`src/rtl/vga_pkg.sv`:
```
// vga_pkg -- shared VGA timing defaults and axis-window helpers.
// Revision: 1.0
`default_nettype none

package vga_pkg;

  localparam int COORD_W   = 10;
  localparam int COORD_MAX = 1 << COORD_W;

  localparam int H_ACTIVE_DEF = 640;
  localparam int H_FP_DEF     = 16;
  localparam int H_SYNC_DEF   = 96;
  localparam int H_BP_DEF     = 48;
  localparam int V_ACTIVE_DEF = 480;
  localparam int V_FP_DEF     = 10;
  localparam int V_SYNC_DEF   = 2;
  localparam int V_BP_DEF     = 33;

  function automatic int axis_total(input int active, input int fp,
                                    input int sync, input int bp);
    return active + fp + sync + bp;
  endfunction

  // Sync window is inclusive on both ends so it never needs COORD_MAX itself.
  function automatic int sync_first(input int active, input int fp);
    return active + fp;
  endfunction

  function automatic int sync_last(input int active, input int fp, input int sync);
    return active + fp + sync - 1;
  endfunction

  localparam int H_TOTAL_DEF = axis_total(H_ACTIVE_DEF, H_FP_DEF, H_SYNC_DEF, H_BP_DEF);
  localparam int V_TOTAL_DEF = axis_total(V_ACTIVE_DEF, V_FP_DEF, V_SYNC_DEF, V_BP_DEF);

endpackage

`default_nettype wire

```
`src/rtl/vga_axis_counter.sv`:
```
// vga_axis_counter -- one timing axis: wrapping counter plus next-state window decode.
// Revision: 1.0
`default_nettype none

module vga_axis_counter
  import vga_pkg::*;
#(
  parameter int ACTIVE = H_ACTIVE_DEF,
  parameter int FP     = H_FP_DEF,
  parameter int SYNC   = H_SYNC_DEF,
  parameter int BP     = H_BP_DEF
) (
  input  logic               clk,
  input  logic               rst,
  input  logic               en,
  output logic [COORD_W-1:0] cnt,
  output logic               wrap_next,
  output logic               sync_next,
  output logic               active_next
);

  localparam int TOTAL = axis_total(ACTIVE, FP, SYNC, BP);

  if (TOTAL > COORD_MAX) begin : g_bad_total
    $error("vga_axis_counter: axis total %0d exceeds %0d", TOTAL, COORD_MAX);
  end
  if (ACTIVE < 1 || SYNC < 1) begin : g_bad_window
    $error("vga_axis_counter: ACTIVE and SYNC must be at least 1");
  end

  localparam logic [COORD_W-1:0] LAST     = COORD_W'(TOTAL - 1);
  localparam logic [COORD_W-1:0] ACT_LAST = COORD_W'(ACTIVE - 1);
  localparam logic [COORD_W-1:0] SYNC_LO  = COORD_W'(sync_first(ACTIVE, FP));
  localparam logic [COORD_W-1:0] SYNC_HI  = COORD_W'(sync_last(ACTIVE, FP, SYNC));

  logic [COORD_W-1:0] cnt_next;

  // wrap_next flags that the next enabled advance returns the axis to zero.
  assign wrap_next = (cnt == LAST);

  always_comb begin
    cnt_next = cnt;
    if (en) begin
      cnt_next = wrap_next ? '0 : cnt + COORD_W'(1);
    end
  end

  // Decoding the upcoming count lets the top register outputs aligned with cnt.
  assign sync_next   = (cnt_next >= SYNC_LO) && (cnt_next <= SYNC_HI);
  assign active_next = (cnt_next <= ACT_LAST);

  always_ff @(posedge clk) begin
    if (rst) begin
      cnt <= LAST;
    end else begin
      cnt <= cnt_next;
    end
  end

endmodule

`default_nettype wire

```
`src/rtl/vga_sync_gen.sv`:
```
// vga_sync_gen -- registered 640x480@60 VGA timing with line/frame strobes.
// Revision: 1.0
`default_nettype none

module vga_sync_gen
  import vga_pkg::*;
#(
  parameter int H_ACTIVE = H_ACTIVE_DEF,
  parameter int H_FP     = H_FP_DEF,
  parameter int H_SYNC   = H_SYNC_DEF,
  parameter int H_BP     = H_BP_DEF,
  parameter int V_ACTIVE = V_ACTIVE_DEF,
  parameter int V_FP     = V_FP_DEF,
  parameter int V_SYNC   = V_SYNC_DEF,
  parameter int V_BP     = V_BP_DEF,
  parameter bit SYNC_POL = 1'b0
) (
  input  logic               clk,
  input  logic               rst,
  input  logic               pix_en,
  output logic               hsync,
  output logic               vsync,
  output logic               video_on,
  output logic [COORD_W-1:0] x,
  output logic [COORD_W-1:0] y,
  output logic               line_start,
  output logic               frame_start
);

  logic h_wrap, h_sync, h_act;
  logic v_wrap, v_sync, v_act;
  logic v_en;

  // The vertical axis steps on exactly the advance that wraps x.
  assign v_en = pix_en & h_wrap;

  vga_axis_counter #(
    .ACTIVE (H_ACTIVE),
    .FP     (H_FP),
    .SYNC   (H_SYNC),
    .BP     (H_BP)
  ) u_h_axis (
    .clk         (clk),
    .rst         (rst),
    .en          (pix_en),
    .cnt         (x),
    .wrap_next   (h_wrap),
    .sync_next   (h_sync),
    .active_next (h_act)
  );

  vga_axis_counter #(
    .ACTIVE (V_ACTIVE),
    .FP     (V_FP),
    .SYNC   (V_SYNC),
    .BP     (V_BP)
  ) u_v_axis (
    .clk         (clk),
    .rst         (rst),
    .en          (v_en),
    .cnt         (y),
    .wrap_next   (v_wrap),
    .sync_next   (v_sync),
    .active_next (v_act)
  );

  always_ff @(posedge clk) begin
    if (rst) begin
      hsync       <= ~SYNC_POL;
      vsync       <= ~SYNC_POL;
      video_on    <= 1'b0;
      line_start  <= 1'b0;
      frame_start <= 1'b0;
    end else begin
      line_start  <= pix_en & h_wrap;
      frame_start <= pix_en & h_wrap & v_wrap;
      if (pix_en) begin
        hsync    <= h_sync ? SYNC_POL : ~SYNC_POL;
        vsync    <= v_sync ? SYNC_POL : ~SYNC_POL;
        video_on <= h_act & v_act;
      end
    end
  end

endmodule

`default_nettype wire

```
`config.mk`:
```
export PLATFORM = sky130hd
export DESIGN_NAME = vga_sync_gen
export DESIGN_NICKNAME = d
export VERILOG_FILES = /design/src/rtl/vga_pkg.sv /design/src/rtl/vga_axis_counter.sv /design/src/rtl/vga_sync_gen.sv
export SDC_FILE = /design/constraint.sdc
export NUM_CORES = 1
export LEC_CHECK = 0
export ABC_AREA = 0
export ABC_CLOCK_PERIOD_IN_PS = 2900
export CORE_MARGIN = 2
export CORE_UTILIZATION = 51
export DETAILED_ROUTE_END_ITERATION = 6
export HOLD_SLACK_MARGIN = 0.02
export PLACE_DENSITY = 0.79
export SLEW_MARGIN = 40
export SYNTH_ARGS = -nofsm -noshare
export SYNTH_HDL_FRONTEND = slang
export SYNTH_HIERARCHICAL = 1
export SYNTH_SLANG_ARGS = --single-unit
```
`constraint.sdc`:
```
create_clock -name clk -period 2.9 [get_ports clk]
set_input_delay 0.58 -clock clk [delete_from_list [all_inputs] [get_ports clk]]
set_output_delay 0.58 -clock clk [all_outputs]
set_load 0.05 [all_outputs]
```
* Yosys cells after proc, flatten, opt, wreduce, memory -nomap -nowiden *
Index checks and enable logic that the tools add are counted.

cells by class
  eq/ne operators = 2
  bitwise operators = 3
  order comparisons = 6
  add/subtract/negate cells = 2
  reductions and logical operators = 2
  multiplexer cells = 6

operators by type and width
  kind                                                             count
  two-way mux 10 bit                                               4
  adder 10 x 1 -> 10 bit, second input constant                    2
  equality test 10 bit, second input constant                      2
  less-or-equal comparator 10 bit, second input constant           2
  less-or-equal comparator 10 x 9 -> 1 bit, second input constant  2
  >= comparator 10 bit, second input constant                      1
  >= comparator 10 x 9 -> 1 bit, second input constant             1
  AND 1 bit                                                        3
  logical AND 1 bit                                                2
  two-way mux 1 bit                                                2

word-level totals
  logic and storage cells = 28
  output and inout bits = 25
  bits of input ports = 3
  flip-flop bits (word level) = 25

* Longest topological paths before layout *
Gate-level depths: netlist (run 1).

  depth in word-level cells = 6
  mapped depth = 14
  mapped depth without buffers = 12

* Modules after synthesis *
Netlist (run 1), hierarchy kept.

modules (own cells, without submodules)
  module                       sequential area each (sq um)  times used  cells each  area each (sq um)
  vga_axis_counter (u_h_axis)  200.2                         1           77          641.9
  vga_axis_counter (u_v_axis)  200.2                         1           71          593.1
  vga_sync_gen                 100.1                         1           18          170.2

* Least setup slack after synthesis (run 1) *
Ideal clock, no wire load.

  kind = reg-to-reg
  start point = reg u_h_axis.cnt[0]
  end point = reg vsync
  required time = 2.786 ns
  period minus slack after synthesis = 3.150 ns
  stages on the path, launching flop included = 14
  arrival time = 3.036 ns
  buffers on the path = 1
  library setup time = 0.114 ns
  path slack = -0.250 ns
  cells stage by stage = dfxtp_1 ha_1 and4_2 clkbuf_4 nand3_1 inv_1 nand2_1 inv_1 nand3_1 or3_1 a221o_1 nor4_2 nand2_1 a21o_1

on the way
  longest elaborated chain between the ends = 6
  elaborated cells on any way between the ends = 7
  classes of those cells = 2 x order compare; 1 x eq/ne; 2 x mux; 1 x bitwise; 1 x reduce/logical

ends and longest elaborated chain
  element                                                                                    RTL line                text
  start, declared                                                                            vga_axis_counter.sv:16  output logic [COORD_W-1:0] cnt,
  start signal, assigned                                                                     vga_axis_counter.sv:56  cnt <= cnt_next;
  equality test 10 bit (*)                                                                   vga_axis_counter.sv:39  assign wrap_next = (cnt == LAST);
  net h_wrap                                                                                 vga_sync_gen.sv:30      logic h_wrap, h_sync, h_act;
  AND 1 bit (*)                                                                              vga_sync_gen.sv:35      assign v_en = pix_en & h_wrap;
  net v_en                                                                                   vga_sync_gen.sv:32      logic v_en;
  two-way mux 10 bit (*)                                                                     vga_axis_counter.sv:43  if (en) begin
  >= comparator 10 x 9 -> 1 bit or less-or-equal comparator 10 x 9 -> 1 bit (tied branches)  vga_axis_counter.sv:49  assign sync_next = (cnt_next >= SYNC_LO) && (cnt_next <= SYNC_HI);
  logical AND 1 bit (*)                                                                      vga_axis_counter.sv:49
  net v_sync                                                                                 vga_sync_gen.sv:31      logic v_wrap, v_sync, v_act;
  two-way mux 1 bit (*)                                                                      vga_sync_gen.sv:79      vsync <= v_sync ? SYNC_POL : ~SYNC_POL;
  end signal, assigned                                                                       vga_sync_gen.sv:70      vsync <= ~SYNC_POL;
  end signal, assigned                                                                       vga_sync_gen.sv:79
  end, declared                                                                              vga_sync_gen.sv:22      output logic vsync,

The timed path passes the listed nets; every way through them passes the cells marked *.
A chain may end at the register's enable or synchronous reset.

* Final worst setup path (run 1) *
  start point = reg u_h_axis.cnt[1]
  end point = reg vsync

Same word-level chain as after synthesis.

==> results.txt, run 1 <==
TritonCTS Buffers = 3
Worst vdd ir = 0.000369 V
Leading area contributor after synthesis = dfxtp_1
Row count = 19
PwrDens = 537 mW/mm²
Final hold vios = 0
Crit-path max cell delay = 0.39 ns
Post-synth EDFFs = 0
Port Buf Inserts = 27
Fmax = 0.382 GHz
Actual slew at the worst max-slew pin = 0.592 ns
Die ar. = 0.00319 mm²
Main synth FF type = dfxtp_1
Final Core Density = 64.9%
WS Path Type = flop to flop
Tcrit/Tclk final = 90.3%
Initial Util = 52.3%
Via density per instance = 5.81
CP Launch Type = flop
CP max-delay cell = dfxtp_4
Pint = 562 µW
Antenna Cells = 0
H-tree depth = 1
Ys async rst share = 0%
Worst EP arrival = 2.83 ns
Initial antenna violation count = 0
Vias in the first global route = 1,199
Vias = 1,319
First-pass GRT wire length = 5.42 mm
Total negative slack = 0 ns
Seq pwr share = 45.3%
Most common cell in the synthesized netlist = dfxtp_1
Max-slew violations = 0
Syn Nets = 172
Bufs and invs on worst path = 2
RD Place Congestion = 0.878
Critical path endpoint category = flop
Switching part of the total power = 39.9%
I/O pin cnt = 28
Worst-case clock buffer depth = 2
Top cells by area, synth = dfxtp_1, nand2_1, a21oi_1
DIE HEIGHT = 56.5 µm
Dpl hpwl = 2.35 mm
Clock skew = 0.00523 ns
Crit path max-delay family = simple AND/OR/NAND/NOR gates
Comb pwr share = 38.9%
Min-Delay Path Class = flop to flop
Avg Synthesized Cell Area = 8.46 µm²
Root buffer cell = clkbuf_4
Lkg Pwr = 0.624 nW
# setup viols final = 0
Largest net degree at the start of global routing = 17
Iteration count of the initial detailed-routing pass = 4
Clock share of power = 15.8%
Worst slew margin = 60.4%
First DRT Iteration DRCs = 34
Layout area overhead = 24.1%
Yosys warns = 6
Unrepaired setup endpoints after global routing = false
TritonCTS clock tree = built
CP Data Required Time = 3.11 ns
Cell Chain, Critical Path = ha_2 -> and4_4 -> nand3_1 -> inv_1 -> nand2_1 -> inv_2 -> nand3_1 -> or3_1 -> a221o_1 -> nor4_2 -> nand2_1 -> a21o_1
Outcome = completed
# hold bufs at CTS = 0
Final wirelength = 3.21 mm
Sequential share of the synthesized area = 35.6%
Critical-path maximum fanout = 7
CTS Sinks = 25
Core footprint = 0.00269 mm²
Synth top area share = 35.6%
Synthesis-stage register bit count = 25
Die Width = 56.5 µm
Clk_lat worst skew = 0.30 ns
Sw power = 374 µW
Share of cells above drive strength 1 = 11.2%
Drt drc = 0
Fill count = 230
Clock transition at the registers of the reported paths = 0.13 ns
Commonest cells in the netlist = dfxtp_1, nand2_1, a21oi_1, nand3_1, nor2_1
Syn Std Cell Area = 0.00141 mm²
Grt ovf = 0
Max Cap Viol = 0
# nets final = 203
GRT Total Usage = 21.0%
Cell variety after synth = 49
Post-Syn Instances = 166
Fin crit period = 2.62 ns
Per-cell routed wire length = 14.2 µm
ANT nets after route = 0
==> worst paths after layout <==
path	startpoint	to	slack, ns	cells past startpoint
hold reg to reg	video_on$_SDFFE_PP0P_	video_on$_SDFFE_PP0P_	0.48	2
setup reg to reg	u_h_axis/cnt[1]$_SDFF_PP1_	vsync$_SDFFE_PP1P_	0.28	12
setup / recovery	u_h_axis/cnt[1]$_SDFF_PP1_	vsync$_SDFFE_PP1P_	0.28	12
hold / removal	video_on$_SDFFE_PP0P_	video_on$_SDFFE_PP0P_	0.48	2
==> final cells by class <==
cell class	count	area (µm²)	area share, %
Timing Repair Buffer	32	308	17.6
Tap cell	31	38.8	2.22
Inverter	7	26.3	1.51
Multi-Input combinational cell	128	835	47.8
Sequential cell	25	510	29.3
Clock buffer	4	26.3	1.51
==> tightest hold or removal path: stages (launching register included) <==
cell	delay, ns
dfxtp_1	0.33
nand2b_1	0.06
a21oi_1	0.05
==> state kept, by name, indices dropped and copies added, names as in the netlist <==
signal	count
frame_start	1
hsync	1
line_start	1
u_h_axis/cnt	10
u_v_axis/cnt	10
video_on	1
vsync	1
==> through the flow <==
step	hold slack [ns]	total power [mW]	worst slack (ns)	area, µm²	cells
final	0.484	0.937	0.282	1740	227
after detailed placement	0.469	0.785	0.179	1690	221
after CTS	0.490	0.932	0.150	1720	225
after global routing	0.530	0.993	0.00888	1740	227
after global placement	0.459	0.776	0.230	1690	221
after floorplan	0.582	0.688	0.0338	1420	166
==> power by group through the flow <==
stage	clock network (mW)	registers, mW	logic [mW]
2_1_floorplan	0	0.519	0.169
3_3_place_gp	0	0.430	0.346
3_5_place_dp	0	0.433	0.352
4_1_cts	0.154	0.425	0.354
5_1_grt	0.172	0.431	0.389
6_report	0.148	0.424	0.365
==> placed cells by master, fill, tap and decap left out, types with 3 or more instances in the layout <==
master / synthesis / routed
or2_1: 3 / 3
nand2_1: 17 / 17
nor3b_1: 4 / 4
nor3_1: 6 / 6
buf_4: 1 / 5
clkbuf_4: 1 / 3
a21o_1: 5 / 5
xor2_1: 5 / 5
clkdlybuf4s50_1: 0 / 27
a21oi_1: 11 / 11
nand2b_1: 5 / 5
o21a_1: 3 / 3
inv_1: 7 / 6
dfxtp_1: 25 / 21
o21ai_0: 5 / 4
nor2_1: 9 / 9
nand3_1: 10 / 9
xnor2_1: 4 / 4
nand4_1: 6 / 6
==> per-layer routing <==
layer	up-vias	global-route usage (%)	routed length [µm]
met2	36	36.7	1590
met4	0	7.14	46
li1	656	-	-
met5	-	0	0
met3	6	2.07	119
met1	621	26.6	1450
==> cell families after synthesis <==
group / count (synthesis) / synth area share [%]
adder cells (fa/ha/maj): 3 / 2.67
buffers and inverters: 13 / 5.61
AND/OR/NAND/NOR: 78 / 32.4
flip-flops: 25 / 35.6
AO/OA/AOI/OAI: 37 / 17.4
XOR/XNOR: 9 / 5.61
multiplexers: 1 / 0.712
==> timing repair <==
action / CTS / global route
endpoints found under the setup margin: 0 / 1
setup buffers: 0 / 2
resized for setup: 0 / 5
Power figures use the tool's default switching activity.
==> run 2, diff against run 1 <==
Settings changed: CAP_MARGIN set to 5, CORE_UTILIZATION 51 to 40, PLACE_DENSITY 0.79 to unset.
==> run 2 against run 1 <==
Effect of this change: via count fell by 0.61%; total power increased by 0.86%; clock power hardly changed; largest cell class unchanged; first-iteration DRC count grew 41%; flip-flop and latch count unchanged; final cell count grew 7.5%; design area rose by 1.7%; die area rose by 25%.
==> results.txt, run 2 (synthesis results as in run 1) <==
Layout area overhead = 26.2%
Hold-critical path depth = 2
Most common cell after layout, fill and taps aside = clkdlybuf4s50_1
Fin crit period = 2.61 ns
Fmax = 0.383 GHz
Final hold vios = 0
CTS Sinks = 25
Placed Instance Area = 0.00172 mm²
Initial antenna violation count = 0
TritonCTS clock tree = built
Reg-to-reg endpoint = vsync$_SDFFE_PP1P_
Unrepaired setup endpoints after global routing = false
Lkg Pwr = 0.635 nW
RD Place Congestion = 0.858
Antenna Cells = 0
CP max-delay cell = dfxtp_4
Vias in the first global route = 1,210
Port Buf Inserts = 27
Fill count = 355
PwrDens = 533 mW/mm²
Outcome = completed
Die ar. = 0.00400 mm²
Grt ovf = 0
Worst-case clock buffer depth = 2
H-tree depth = 1
Clock share of power = 16.0%
Clock transition at the registers of the reported paths = 0.13 ns
Design Area, Final = 0.00177 mm²
First-pass GRT wire length = 5.38 mm
Most frequent cells in the layout = clkdlybuf4s50_1, dfxtp_1, nand2_1
Clk_lat worst skew = 0.31 ns
R2R depth = 12
# hold bufs at CTS = 0
Iteration count of the initial detailed-routing pass = 4
Reg2Reg Setup Slack = 0.29 ns
Row count = 21
WS Path Type = flop to flop
Largest net degree at the start of global routing = 17
Drt drc = 0
Initial Util = 41.8%
M1 WL = 1.44 mm
Total negative slack = 0 ns
Post-Place Cells = 237
Share of cells above drive strength 1 = 11.1%
Critical-path maximum fanout = 7
Tcrit/Tclk final = 90.0%
TritonCTS Buffers = 3
Die Width = 63.3 µm
Top Layer Used = met4
Cell Chain, Critical Path = ha_2 -> and4_4 -> nand3_1 -> inv_1 -> nand2_1 -> inv_1 -> nand3_1 -> or3_1 -> a221o_1 -> nor4_2 -> nand2_1 -> a21o_1
Worst EP arrival = 2.83 ns
Max-slew violations = 0
Final wirelength = 3.20 mm
First DRT Iteration DRCs = 48
Critical path endpoint category = flop
# setup viols final = 0
Sw power = 376 µW
Largest regs = u_h_axis/cnt (10), u_v_axis/cnt (10)
Actual slew at the worst max-slew pin = 0.601 ns
Dpl hpwl = 2.37 mm
PnR Total Power = 945 µW
Per-cell routed wire length = 13.1 µm
Max Cap Viol = 0
GRT Total Usage = 16.6%
Worst r2r src = u_h_axis/cnt[1]$_SDFF_PP1_
Crit-path max cell delay = 0.40 ns
CP Launch Type = flop
Worst Hold Launch = video_on$_SDFFE_PP0P_
Worst hold slack = 0.482 ns
Min-Delay Path Class = flop to flop
Comb pwr share = 39.3%
Worst slew margin = 59.8%
Worst vdd ir = 0.000280 V
Vias = 1,311
Clock skew = 0.00381 ns
I/O pin cnt = 28
ANT nets after route = 0
Endpoint, Worst Hold = video_on$_SDFFE_PP0P_
Via density per instance = 5.37
Final Non-Filler Cells = 244
Met2 WL = 1.66 mm
DIE HEIGHT = 63.3 µm
DR WL met3 = 85 µm
CP Data Required Time = 3.12 ns
Seq pwr share = 44.7%
Core footprint = 0.00336 mm²
Root buffer cell = clkbuf_4
Pint = 569 µW
# nets final = 205
Switching part of the total power = 39.8%
run 2: worst max-delay path, delay by kind of cell (launching register included):
kind                     cells  cell delay, ns
AO/OA/AOI/OAI                2            0.53
adder cells (fa/ha/maj)      1            0.21
buffers and inverters        2            0.21
flip-flops                   1            0.40
AND/OR/NAND/NOR              7            1.17
run 2: final cells by class:
cell class	instances	area, µm²	area share (%)
flip-flops and latches	25	510	28.8
inverters	7	26.3	1.48
well taps	46	57.6	3.25
repair buffers	34	323	18.2
multi-input cells	128	830	46.8
clock buffers	4	26.3	1.48
run 2: how the worst max path moves through the flow:
stage | to | startpoint | cells past startpoint | slack (ns)
2_1_floorplan | vsync$_SDFFE_PP1P_ | u_h_axis/cnt[4]$_SDFF_PP1_ | 12 | 0.03
3_3_place_gp | vsync$_SDFFE_PP1P_ | u_h_axis/cnt[0]$_SDFF_PP1_ | 12 | 0.20
3_5_place_dp | vsync$_SDFFE_PP1P_ | u_h_axis/cnt[0]$_SDFF_PP1_ | 12 | 0.15
4_1_cts | vsync$_SDFFE_PP1P_ | u_h_axis/cnt[0]$_SDFF_PP1_ | 12 | 0.13
5_1_grt | vsync$_SDFFE_PP1P_ | u_h_axis/cnt[1]$_SDFF_PP1_ | 12 | 0.04
6_report | vsync$_SDFFE_PP1P_ | u_h_axis/cnt[1]$_SDFF_PP1_ | 12 | 0.29
run 2: power groups by stage:
stage / registers, mW / logic, mW / clock network [mW]
after floorplan: 0.519 / 0.169 / 0
after global placement: 0.429 / 0.356 / 0
after detailed placement: 0.430 / 0.358 / 0
after CTS: 0.422 / 0.358 / 0.162
after global routing: 0.430 / 0.402 / 0.177
final: 0.422 / 0.371 / 0.151
run 2: routing by layer:
metal / GRT usage, % / up-vias
met3: 2.50 / 2
met2: 30.7 / 20
met1: 19.3 / 627
met4: 5.98 / 0
met5: 0 / -
li1: - / 662
run 2: through the flow:
stage          util, %  worst slack (ns)
2_1_floorplan        -            0.0338
3_3_place_gp      51.2             0.204
3_5_place_dp      51.2             0.149
4_1_cts           51.9             0.127
5_1_grt           52.7            0.0386
6_report          52.7             0.291
run 2: repair_timing:
action,4_1_cts,5_1_grt
resized for setup,0,2
endpoints found under the setup margin,0,1
buffers inserted,0,3
==> run 3, diff against run 2 <==
Settings changed: CORE_MARGIN 2 to 3.
==> run 3 against run 2 <==
Effect of this change: clock-buffer cell count unchanged; die area up 6.4%; flip-flop and latch count unchanged; combinational power is 2% lower; final cell count shrank 1.6%; critical path depth is the same; register-to-register slack worse by 0.07 ns; worst setup slack lost 0.068 ns; clock power barely moved; worst hold slack better by 0.0025 ns; non-clock buffer count down 2; total power down 0.71%; largest cell class unchanged; largest power group unchanged.
==> results.txt, run 3 (synthesis results as in run 1) <==
Worst r2r src = u_h_axis/cnt[0]$_SDFF_PP1_
Seq pwr share = 44.9%
CTS Sinks = 25
Unrepaired setup endpoints after global routing = false
Worst slew margin = 62.5%
PwrDens = 535 mW/mm²
Reg2Reg Setup Slack = 0.22 ns
Cts repair resizes = 0
TritonCTS Buffers = 3
Placed Instance Area = 0.00173 mm²
Most frequent cells in the layout = clkdlybuf4s50_1, dfxtp_1, nand2_1
Largest net degree at the start of global routing = 17
Worst Hold Launch = video_on$_SDFFE_PP0P_
WS Path Type = flop to flop
I/O pin cnt = 28
Dpl hpwl = 2.36 mm
Sw power = 374 µW
Critical path endpoint category = flop
First DRT Iteration DRCs = 74
Row count = 20
Antenna Cells = 0
Worst vdd ir = 0.000272 V
Die ar. = 0.00426 mm²
RD Place Congestion = 0.857
Initial antenna violation count = 0
Initial Util = 43.9%
Outcome = completed
# setup viols final = 0
Layout area overhead = 24.8%
Fmax = 0.374 GHz
Final Non-Filler Cells = 240
Critical Path Start = u_h_axis/cnt[0]$_SDFF_PP1_
Clk_lat worst skew = 0.31 ns
# nets final = 203
Final wirelength = 3.13 mm
Core footprint = 0.00320 mm²
Die Width = 65.3 µm
Root buffer cell = clkbuf_4
ANT nets after route = 0
Post-Place Cells = 236
First-pass GRT wire length = 5.26 mm
# hold bufs at CTS = 0
Worst-case clock buffer depth = 2
H-tree depth = 1
Lkg Pwr = 0.625 nW
Via density per instance = 5.37
Clock share of power = 16.4%
Min-Delay Path Class = flop to flop
Max-slew violations = 0
Postcts setup bufs = 0
Final hold vios = 0
Drt drc = 0
Pint = 564 µW
Iteration count of the initial detailed-routing pass = 4
Critical-path maximum fanout = 8
Tcrit/Tclk final = 92.3%
Share of cells above drive strength 1 = 10.2%
Vias in the first global route = 1,242
Clock transition at the registers of the reported paths = 0.13 ns
Comb pwr share = 38.7%
CP Launch Type = flop
Actual slew at the worst max-slew pin = 0.561 ns
Largest regs = u_h_axis/cnt (10), u_v_axis/cnt (10)
Port Buf Inserts = 27
Design Area, Final = 0.00175 mm²
TritonCTS clock tree = built
Total negative slack = 0 ns
Most common cell after layout, fill and taps aside = clkdlybuf4s50_1
Grt ovf = 0
Switching part of the total power = 39.9%
GRT Total Usage = 15.6%
Clock skew = 0.00502 ns
Vias = 1,289
Worst EP arrival = 2.90 ns
DIE HEIGHT = 65.3 µm
Max Cap Viol = 0
Fin crit period = 2.68 ns
Per-cell routed wire length = 13.0 µm
CP Data Required Time = 3.12 ns
[run 3: changes by cell type in the layout (fill, tap and decap cells not counted)]
cell / delta
and4_2: +1
buf_4: -2
and4_4: -1
[run 3: area by class of cell]
type,instances,area [µm²]
fill,341,1450
multi-input combinational,128,828
sequential,25,510
timing repair buffer,32,308
tap,44,55.1
clock buffer,4,26.3
inverter,7,26.3
[run 3: final timing paths]
check | cells after the start | endpoint
worst max-delay path | 12 | vsync$_SDFFE_PP1P_
worst min-delay path | 2 | video_on$_SDFFE_PP0P_
worst max register to register | 12 | vsync$_SDFFE_PP1P_
worst min register to register | 2 | video_on$_SDFFE_PP0P_
[run 3: stage by stage]
stage	setup slack, ns	util [%]	power [mW]	hold WS, ns
4_1_cts	0.176	54.7	0.951	0.485
3_5_place_dp	0.186	53.9	0.792	0.463
3_3_place_gp	0.237	53.9	0.792	0.460
5_1_grt	0.0245	54.8	1.00	0.532
6_report	0.223	54.8	0.938	0.484
2_1_floorplan	0.0338	-	0.688	0.582
[run 3: routing by layer]
| metal | track usage, % | vias to the layer above | wire length (µm) |
|---|---|---|---|
| li1 | - | 656 | - |
| met1 | 18.6 | 598 | 1390 |
| met2 | 27.8 | 31 | 1580 |
| met3 | 2.22 | 4 | 131 |
| met4 | 6.48 | 0 | 33 |
| met5 | 0 | - | 0 |
[run 3: power groups by stage]
| stage | clock (mW) | combinational [mW] | sequential (mW) |
|---|---|---|---|
| 2_1_floorplan | 0 | 0.169 | 0.519 |
| 3_3_place_gp | 0 | 0.363 | 0.429 |
| 3_5_place_dp | 0 | 0.364 | 0.428 |
| 4_1_cts | 0.165 | 0.365 | 0.421 |
| 5_1_grt | 0.179 | 0.393 | 0.428 |
| 6_report | 0.154 | 0.363 | 0.421 |
[run 3: worst max-delay path, stage by stage, from the launching register on]
cell,delay (ns)
dfxtp_4,0.41
ha_2,0.21
and4_2,0.24
nand3_1,0.12
inv_1,0.10
nand2_1,0.09
inv_1,0.11
nand3_1,0.11
or3_1,0.34
a221o_1,0.38
nor4_2,0.25
nand2_1,0.08
a21o_1,0.15
